--- src/rtl/ex_wb_stage_pkg.sv ---
// Shared types and widths for the execute-to-writeback stage.
package ex_wb_stage_pkg;

  localparam int RISCV_WORD_WIDTH = 32;
  localparam int XLEN             = RISCV_WORD_WIDTH;
  localparam int REG_ADDR_W       = 5;

  typedef enum logic [1:0] {
    KIND_ALU    = 2'd0,
    KIND_BRANCH = 2'd1,
    KIND_JAL    = 2'd2,
    KIND_JALR   = 2'd3
  } ex_kind_e;

  typedef struct packed {
    logic [REG_ADDR_W-1:0] rd;
    logic [XLEN-1:0]       data;
    logic                  we;
  } wb_entry_t;

  localparam int WB_ENTRY_W = $bits(wb_entry_t);

  // Return address written by JAL/JALR; wraps silently at the top of memory.
  function automatic logic [XLEN-1:0] link_addr(input logic [XLEN-1:0] pc);
    return pc + XLEN'(4);
  endfunction

endpackage

--- src/rtl/ex_wb_stage_if.sv ---
// Execute-side and writeback-side handshake bundle for ex_wb_stage.
// master: the surrounding pipeline (drives ex_*, consumes wb_*).
// slave:  the stage itself.
interface ex_wb_stage_if;
  import ex_wb_stage_pkg::*;

  logic                  ex_valid_i;
  logic                  ex_ready_o;
  logic [XLEN-1:0]       ex_result_i;
  logic [XLEN-1:0]       ex_pc_i;
  logic [XLEN-1:0]       ex_imm_i;
  logic [REG_ADDR_W-1:0] ex_rd_i;
  logic                  ex_rd_we_i;
  logic [1:0]            ex_kind_i;

  logic                  wb_valid_o;
  logic                  wb_ready_i;
  logic [REG_ADDR_W-1:0] wb_rd_o;
  logic [XLEN-1:0]       wb_data_o;
  logic                  wb_we_o;

  logic                  redirect_o;
  logic [XLEN-1:0]       redirect_pc_o;

  modport master (
    output ex_valid_i, ex_result_i, ex_pc_i, ex_imm_i, ex_rd_i, ex_rd_we_i, ex_kind_i,
    input  ex_ready_o,
    input  wb_valid_o, wb_rd_o, wb_data_o, wb_we_o,
    output wb_ready_i,
    input  redirect_o, redirect_pc_o
  );

  modport slave (
    input  ex_valid_i, ex_result_i, ex_pc_i, ex_imm_i, ex_rd_i, ex_rd_we_i, ex_kind_i,
    output ex_ready_o,
    output wb_valid_o, wb_rd_o, wb_data_o, wb_we_o,
    input  wb_ready_i,
    output redirect_o, redirect_pc_o
  );

endinterface

--- src/rtl/wb_skid_buffer.sv ---
// Generic 2-entry valid/ready buffer. Output always comes from the main
// entry; the skid entry only catches a push that arrives while main is
// stalled. in_ready is a pure function of registered state.
//
// state   | meaning
// --------+-----------------------------------------------
// S_EMPTY | no entry held, out_valid=0
// S_ONE   | main entry valid, skid empty
// S_TWO   | main and skid valid, in_ready=0
module wb_skid_buffer #(
  parameter int W = 8
) (
  input  logic         clk_i,
  input  logic         rst_i,
  input  logic         in_valid,
  output logic         in_ready,
  input  logic [W-1:0] in_data,
  output logic         out_valid,
  input  logic         out_ready,
  output logic [W-1:0] out_data
);

  typedef enum logic [1:0] {
    S_EMPTY = 2'd0,
    S_ONE   = 2'd1,
    S_TWO   = 2'd2
  } occ_e;

  occ_e         state_q, state_d;
  logic [W-1:0] main_q, skid_q;
  logic         load_main_in, load_main_skid, load_skid;
  logic         push;

  assign in_ready  = (state_q != S_TWO);
  assign out_valid = (state_q != S_EMPTY);
  assign out_data  = main_q;
  assign push      = in_valid && in_ready;

  // Occupancy register.
  always_ff @(posedge clk_i or posedge rst_i) begin
    if (rst_i) state_q <= S_EMPTY;
    else       state_q <= state_d;
  end

  // Next occupancy and which register loads from where.
  always_comb begin
    state_d        = state_q;
    load_main_in   = 1'b0;
    load_main_skid = 1'b0;
    load_skid      = 1'b0;
    case (state_q)
      S_EMPTY: begin
        if (push) begin
          load_main_in = 1'b1;
          state_d      = S_ONE;
        end
      end
      S_ONE: begin
        if (push && out_ready) begin
          load_main_in = 1'b1;
        end else if (push) begin
          load_skid = 1'b1;
          state_d   = S_TWO;
        end else if (out_ready) begin
          state_d = S_EMPTY;
        end
      end
      S_TWO: begin
        if (out_ready) begin
          load_main_skid = 1'b1;
          state_d        = S_ONE;
        end
      end
      default: state_d = S_EMPTY;
    endcase
  end

  // Payload registers; cleared on reset so the bus reads zero.
  always_ff @(posedge clk_i or posedge rst_i) begin
    if (rst_i) begin
      main_q <= '0;
      skid_q <= '0;
    end else begin
      if (load_main_in)        main_q <= in_data;
      else if (load_main_skid) main_q <= skid_q;
      if (load_skid)           skid_q <= in_data;
    end
  end

endmodule

--- src/rtl/ex_wb_stage.sv ---
// Post-ALU stage: forms writeback entries, resolves branches/jumps and
// issues a one-cycle fetch redirect. Instructions arriving during the
// redirect pulse are on the wrong path: accepted, then dropped.
module ex_wb_stage
  import ex_wb_stage_pkg::*;
(
  input  logic         clk_i,
  input  logic         rst_i,
  ex_wb_stage_if.slave bus
);

  ex_kind_e        kind;
  wb_entry_t       entry;
  wb_entry_t       out_entry;
  logic [XLEN-1:0] target;
  logic            taken;
  logic            in_ready;
  logic            accept;
  logic            keep;
  logic            redirect_q;
  logic [XLEN-1:0] redirect_pc_q;
  logic [WB_ENTRY_W-1:0] out_bits;

  assign kind   = ex_kind_e'(bus.ex_kind_i);
  assign accept = bus.ex_valid_i && in_ready;
  assign keep   = accept && !redirect_q;

  // Decode the instruction class into a writeback entry and a control-flow target.
  always_comb begin
    entry.rd   = bus.ex_rd_i;
    entry.data = bus.ex_result_i;
    entry.we   = bus.ex_rd_we_i && (bus.ex_rd_i != '0);
    target     = bus.ex_pc_i + bus.ex_imm_i;
    taken      = 1'b0;
    case (kind)
      KIND_BRANCH: begin
        entry.data = '0;
        entry.we   = 1'b0;
        taken      = bus.ex_result_i[0];
      end
      KIND_JAL: begin
        entry.data = link_addr(bus.ex_pc_i);
        taken      = 1'b1;
      end
      KIND_JALR: begin
        entry.data = link_addr(bus.ex_pc_i);
        target     = bus.ex_result_i & ~XLEN'(1);
        taken      = 1'b1;
      end
      default: ;
    endcase
  end

  // Redirect pulse lasts exactly one cycle after a kept taken instruction.
  always_ff @(posedge clk_i or posedge rst_i) begin
    if (rst_i) begin
      redirect_q    <= 1'b0;
      redirect_pc_q <= '0;
    end else begin
      redirect_q <= keep && taken;
      if (keep && taken) redirect_pc_q <= target;
    end
  end

  wb_skid_buffer #(
    .W (WB_ENTRY_W)
  ) u_skid (
    .clk_i     (clk_i),
    .rst_i     (rst_i),
    .in_valid  (keep),
    .in_ready  (in_ready),
    .in_data   (entry),
    .out_valid (bus.wb_valid_o),
    .out_ready (bus.wb_ready_i),
    .out_data  (out_bits)
  );

  assign out_entry         = out_bits;
  assign bus.ex_ready_o    = in_ready;
  assign bus.wb_rd_o       = out_entry.rd;
  assign bus.wb_data_o     = out_entry.data;
  assign bus.wb_we_o       = out_entry.we;
  assign bus.redirect_o    = redirect_q;
  assign bus.redirect_pc_o = redirect_pc_q;

endmodule

--- src/flat_wrapper.sv ---
// flat-port wrapper written by rule: the top's interface ports become plain ports
module ex_wb_stage_flat import ex_wb_stage_pkg::*;
  (clk_i, rst_i, bus_ex_valid_i, bus_ex_result_i, bus_ex_pc_i, bus_ex_imm_i, bus_ex_rd_i, bus_ex_rd_we_i, bus_ex_kind_i, bus_ex_ready_o, bus_wb_valid_o, bus_wb_rd_o, bus_wb_data_o, bus_wb_we_o, bus_wb_ready_i, bus_redirect_o, bus_redirect_pc_o);
  ex_wb_stage_if bus_i ();
  input  logic clk_i;
  input  logic rst_i;
  input wire logic [$bits(bus_i.ex_valid_i)-1:0] bus_ex_valid_i;
  input wire logic [$bits(bus_i.ex_result_i)-1:0] bus_ex_result_i;
  input wire logic [$bits(bus_i.ex_pc_i)-1:0] bus_ex_pc_i;
  input wire logic [$bits(bus_i.ex_imm_i)-1:0] bus_ex_imm_i;
  input wire logic [$bits(bus_i.ex_rd_i)-1:0] bus_ex_rd_i;
  input wire logic [$bits(bus_i.ex_rd_we_i)-1:0] bus_ex_rd_we_i;
  input wire logic [$bits(bus_i.ex_kind_i)-1:0] bus_ex_kind_i;
  output wire logic [$bits(bus_i.ex_ready_o)-1:0] bus_ex_ready_o;
  output wire logic [$bits(bus_i.wb_valid_o)-1:0] bus_wb_valid_o;
  output wire logic [$bits(bus_i.wb_rd_o)-1:0] bus_wb_rd_o;
  output wire logic [$bits(bus_i.wb_data_o)-1:0] bus_wb_data_o;
  output wire logic [$bits(bus_i.wb_we_o)-1:0] bus_wb_we_o;
  input wire logic [$bits(bus_i.wb_ready_i)-1:0] bus_wb_ready_i;
  output wire logic [$bits(bus_i.redirect_o)-1:0] bus_redirect_o;
  output wire logic [$bits(bus_i.redirect_pc_o)-1:0] bus_redirect_pc_o;
  assign bus_i.ex_valid_i = bus_ex_valid_i;
  assign bus_i.ex_result_i = bus_ex_result_i;
  assign bus_i.ex_pc_i = bus_ex_pc_i;
  assign bus_i.ex_imm_i = bus_ex_imm_i;
  assign bus_i.ex_rd_i = bus_ex_rd_i;
  assign bus_i.ex_rd_we_i = bus_ex_rd_we_i;
  assign bus_i.ex_kind_i = bus_ex_kind_i;
  assign bus_ex_ready_o = bus_i.ex_ready_o;
  assign bus_wb_valid_o = bus_i.wb_valid_o;
  assign bus_wb_rd_o = bus_i.wb_rd_o;
  assign bus_wb_data_o = bus_i.wb_data_o;
  assign bus_wb_we_o = bus_i.wb_we_o;
  assign bus_i.wb_ready_i = bus_wb_ready_i;
  assign bus_redirect_o = bus_i.redirect_o;
  assign bus_redirect_pc_o = bus_i.redirect_pc_o;
  ex_wb_stage u_core (.clk_i(clk_i), .rst_i(rst_i), .bus(bus_i));
endmodule
--- config.mk ---
export PLATFORM = sky130hd
export DESIGN_NAME = ex_wb_stage_flat
export DESIGN_NICKNAME = d
export VERILOG_FILES = /design/src/rtl/ex_wb_stage_pkg.sv /design/src/rtl/ex_wb_stage_if.sv /design/src/rtl/wb_skid_buffer.sv /design/src/rtl/ex_wb_stage.sv /design/src/flat_wrapper.sv
export SDC_FILE = /design/constraint.sdc
export NUM_CORES = 1
export LEC_CHECK = 0
export BUFFER_PORTS_ARGS = -buffer_cell sky130_fd_sc_hd__buf_2
export CORE_MARGIN = 1.5
export CORE_UTILIZATION = 54
export DETAILED_ROUTE_END_ITERATION = 10
export PLACE_DENSITY = 0.8
export SKIP_CTS_REPAIR_TIMING = 1
export SYNTH_ARGS = -nofsm -noshare
export SYNTH_HDL_FRONTEND = slang
export SYNTH_SLANG_ARGS = --single-unit
--- constraint.sdc ---
create_clock -name clk_i -period 4.34 [get_ports clk_i]
set_input_delay 0.434 -clock clk_i [delete_from_list [all_inputs] [get_ports clk_i]]
set_output_delay 0.434 -clock clk_i [all_outputs]
set_load 0.01 [all_outputs]
==> qor.yml <==
synth_area_leaders: "dfrtp_1 39%, nand2_1 7.8%, a21oi_1 5.8%"
grt_pass1_wl_mm: 34.0
p_per_area_nw_per_um2: 445
yosys_warnings: 0
grt_pass1_vias: 6601
path_class: "input pin to flip-flop"
worstPathRequired_ns: 4.57
end_kind: "flip-flop"
crit_fanout: 3
nets: 1140
grt_usage_pct: 30.4
relSlewSlack_pct: 23.2
drt_wl_total_mm: 21.2
postLayoutCellArea_um2: 8440
fp.dieH_um: 118
syn_to_final_growth_pct: 18.0
cts_tree: "built"
drive_above_1_share_pct: 23.7
gp_congestion: 0.914
vias_per_cell: 6.02
core_area_um2: 12800
synth_cell_types: 63
holdWs_ns: 0.155
grt_max_degree: 50
muxShareOfSynthArea_pct: 2.94
setup_viol: 0
wl_per_cell_um: 18.0
synthXorXnorAreaFrac_pct: 6.25
start_util_pct: 56.0
drtAntennaViolNets: 0
cp-start-kind: "input pin"
path_clk_slew_ns: 0.07
synth_area_leader_cell: "dfrtp_1"
tightestPinTransition_ns: 1.15
die_w_um: 118
clock_skew_ns: 0.00943
fin_crit_sh_pct: 63.2
rsz0062_at_grt: "false"
drtPass1Iterations: 6
netlist_area_um2: 7150
syn_inst: 847
dr_total_vias: 7080
antenna_cells: 0
cts_max_path_buffers: 2
dieArea_um2: 13900
place_area_um2: 8150
cap_violations: 0
multi_input_area_um2: 4140
synth_compound_area_share_pct: 23.1
synth_edf_count: 0
status: "finished clean"
drcViolationCount: 0
seq_area_um2: 2780
p_leak_nw: 4.03
avgSynthCellArea_um2: 8.44
synth_nets: 988
fp-row-count: 41
fin_crit_ns: 2.74
hold_violations: 0
final_core_util_pct: 66.0
slew_violations: 0
setup_tns_ns: 0
irDropWorstVdd_mv: 0.239
synth_seq_cells: 111
synth_fa_ha_area_share_pct: 5.88
synth_flop_cell: "dfrtp_1"
dp.final_hpwl_mm: 16.1
yosys.area_share.simple_pct: 19.6
io_pins: 181
drtIter0Drc: 782
antenna_found_initial: 1
cts_sinks: 111
cts_htree_levels: 3
cts_buffers: 9
gr-total-overflow: 0
root_buffer: "clkbuf_16"
yosysTopAreaCellShare_pct: 38.9
fmax_ghz: 0.364
io_buffers: 180
ys_seq_area_share_pct: 38.9
critPathArrivalTime_ns: 2.97
hold_path.class: "input pin to asynchronous set/reset pin"
clk_latency_ns: 0.36
async_flop_share_pct: 100
synth_top_family_by_area: "compound AO/OA/AOI/OAI gates"
fillers: 1093
area by class of cell:
cell class / count / area share, %
clock buffers: 11 / 2.88
clock inverters: 5 / 0.489
inverters: 12 / 0.564
multi-input cells: 675 / 49.0
flip-flops and latches: 111 / 32.9
well taps: 172 / 2.55
repair buffers: 190 / 11.6
per-layer routing:
metal | vias up | GRT usage [%] | part of all wire [%]
met3 | 33 | 3.97 | 7.2
met2 | 312 | 48.0 | 46
li1 | 3363 | - | -
met1 | 3372 | 43.4 | 45
met5 | - | 0 | 0
met4 | 0 | 9.83 | 2.2
synth_stat cells (all sizes together) (12+ instances only):
cell type	number
nand2	148
dfrtp	111
a21oi	84
o21ai	81
nor2	52
clkbuf	39
and3	32
ha	32
xnor2	32
a22oi	31
nand3	28
xor2	19
nand4	17
mux2	16
a31oi	15
inv	12
stage by stage:
stage                     cells  setup slack [ns]  total power, mW
after CTS                  1176              1.62             3.75
after global routing       1176              1.48             3.99
after detailed placement   1160              1.26             2.95
after floorplan             847             0.975             2.42
after global placement     1160              1.31             2.90
final                      1176              1.60             3.75
where the power goes:
| part | total (mW) | internal (mW) | switching, mW |
|---|---|---|---|
| sequential | 1.62 | 1.40 | 0.215 |
| clock | 0.809 | 0.412 | 0.398 |
| combinational | 1.33 | 0.564 | 0.765 |
worst max-delay path, cell delays in order:
cell,delay (ns)
buf_2,0.11
ha_1,0.20
fa_1,0.40
a21o_1,0.22
a31o_1,0.26
a2111o_1,0.44
a31oi_4,0.25
o211ai_2,0.15
a41oi_2,0.25
xor2_1,0.17
a21oi_1,0.08
cells in the final DEF (no fill, tap or decap), drive strengths merged, types with 5 or more instances in the layout:
cell    netlist  layout
buf          10     190
nand2       148     148
dfrtp       111     111
a21oi        84      84
o21ai        81      81
nor2         52      52
xnor2        32      32
and3         32      32
ha           32      32
a22oi        31      31
nand3        28      28
xor2         19      19
nand4        17      17
mux2         16      16
a31oi        15      15
inv          12      14
clkbuf       39      11
a21o         10      10
nor3          8       8
or4           5       5
cells by family (layout without fill, tap and decap cells):
group / count (synthesis) / in the layout
and+or+nand+nor: 307 / 307
AOI/OAI and AO/OA: 265 / 265
DFF: 111 / 111
buffers and inverters: 61 / 218
xor gates and xnor gates: 51 / 51
adders and majority gates: 33 / 33
muxes: 19 / 19
flip-flops by register name, summed over array words and instances (netlist names):
name                      count
u_core.u_skid.skid_q         38
u_core.bus.redirect_o         1
u_core.u_skid.out_data       38
u_core.u_skid.state_q         2
u_core.bus.redirect_pc_o     32
worst paths after layout:
| path | from | end | slack, ns | cells after the start |
|---|---|---|---|---|
| hold reg to reg | u_core.u_skid.out_data[35] | u_core.u_skid.out_data[35] | 0.47 | 2 |
| setup reg to reg | u_core.u_skid.state_q[1] | u_core.bus.redirect_pc_o[23] | 1.82 | 8 |
| setup / recovery | bus_ex_pc_i[0] | u_core.bus.redirect_pc_o[24] | 1.60 | 11 |
| hold / removal | rst_i | u_core.u_skid.skid_q[6] | 0.16 | 2 |
| max in group asynchronous | rst_i | u_core.bus.redirect_pc_o[24] | 3.30 | 3 |
| min in group clk_i | bus_wb_ready_i | u_core.u_skid.state_q[1] | 0.31 | 2 |
Power figures use the tool's default switching activity.
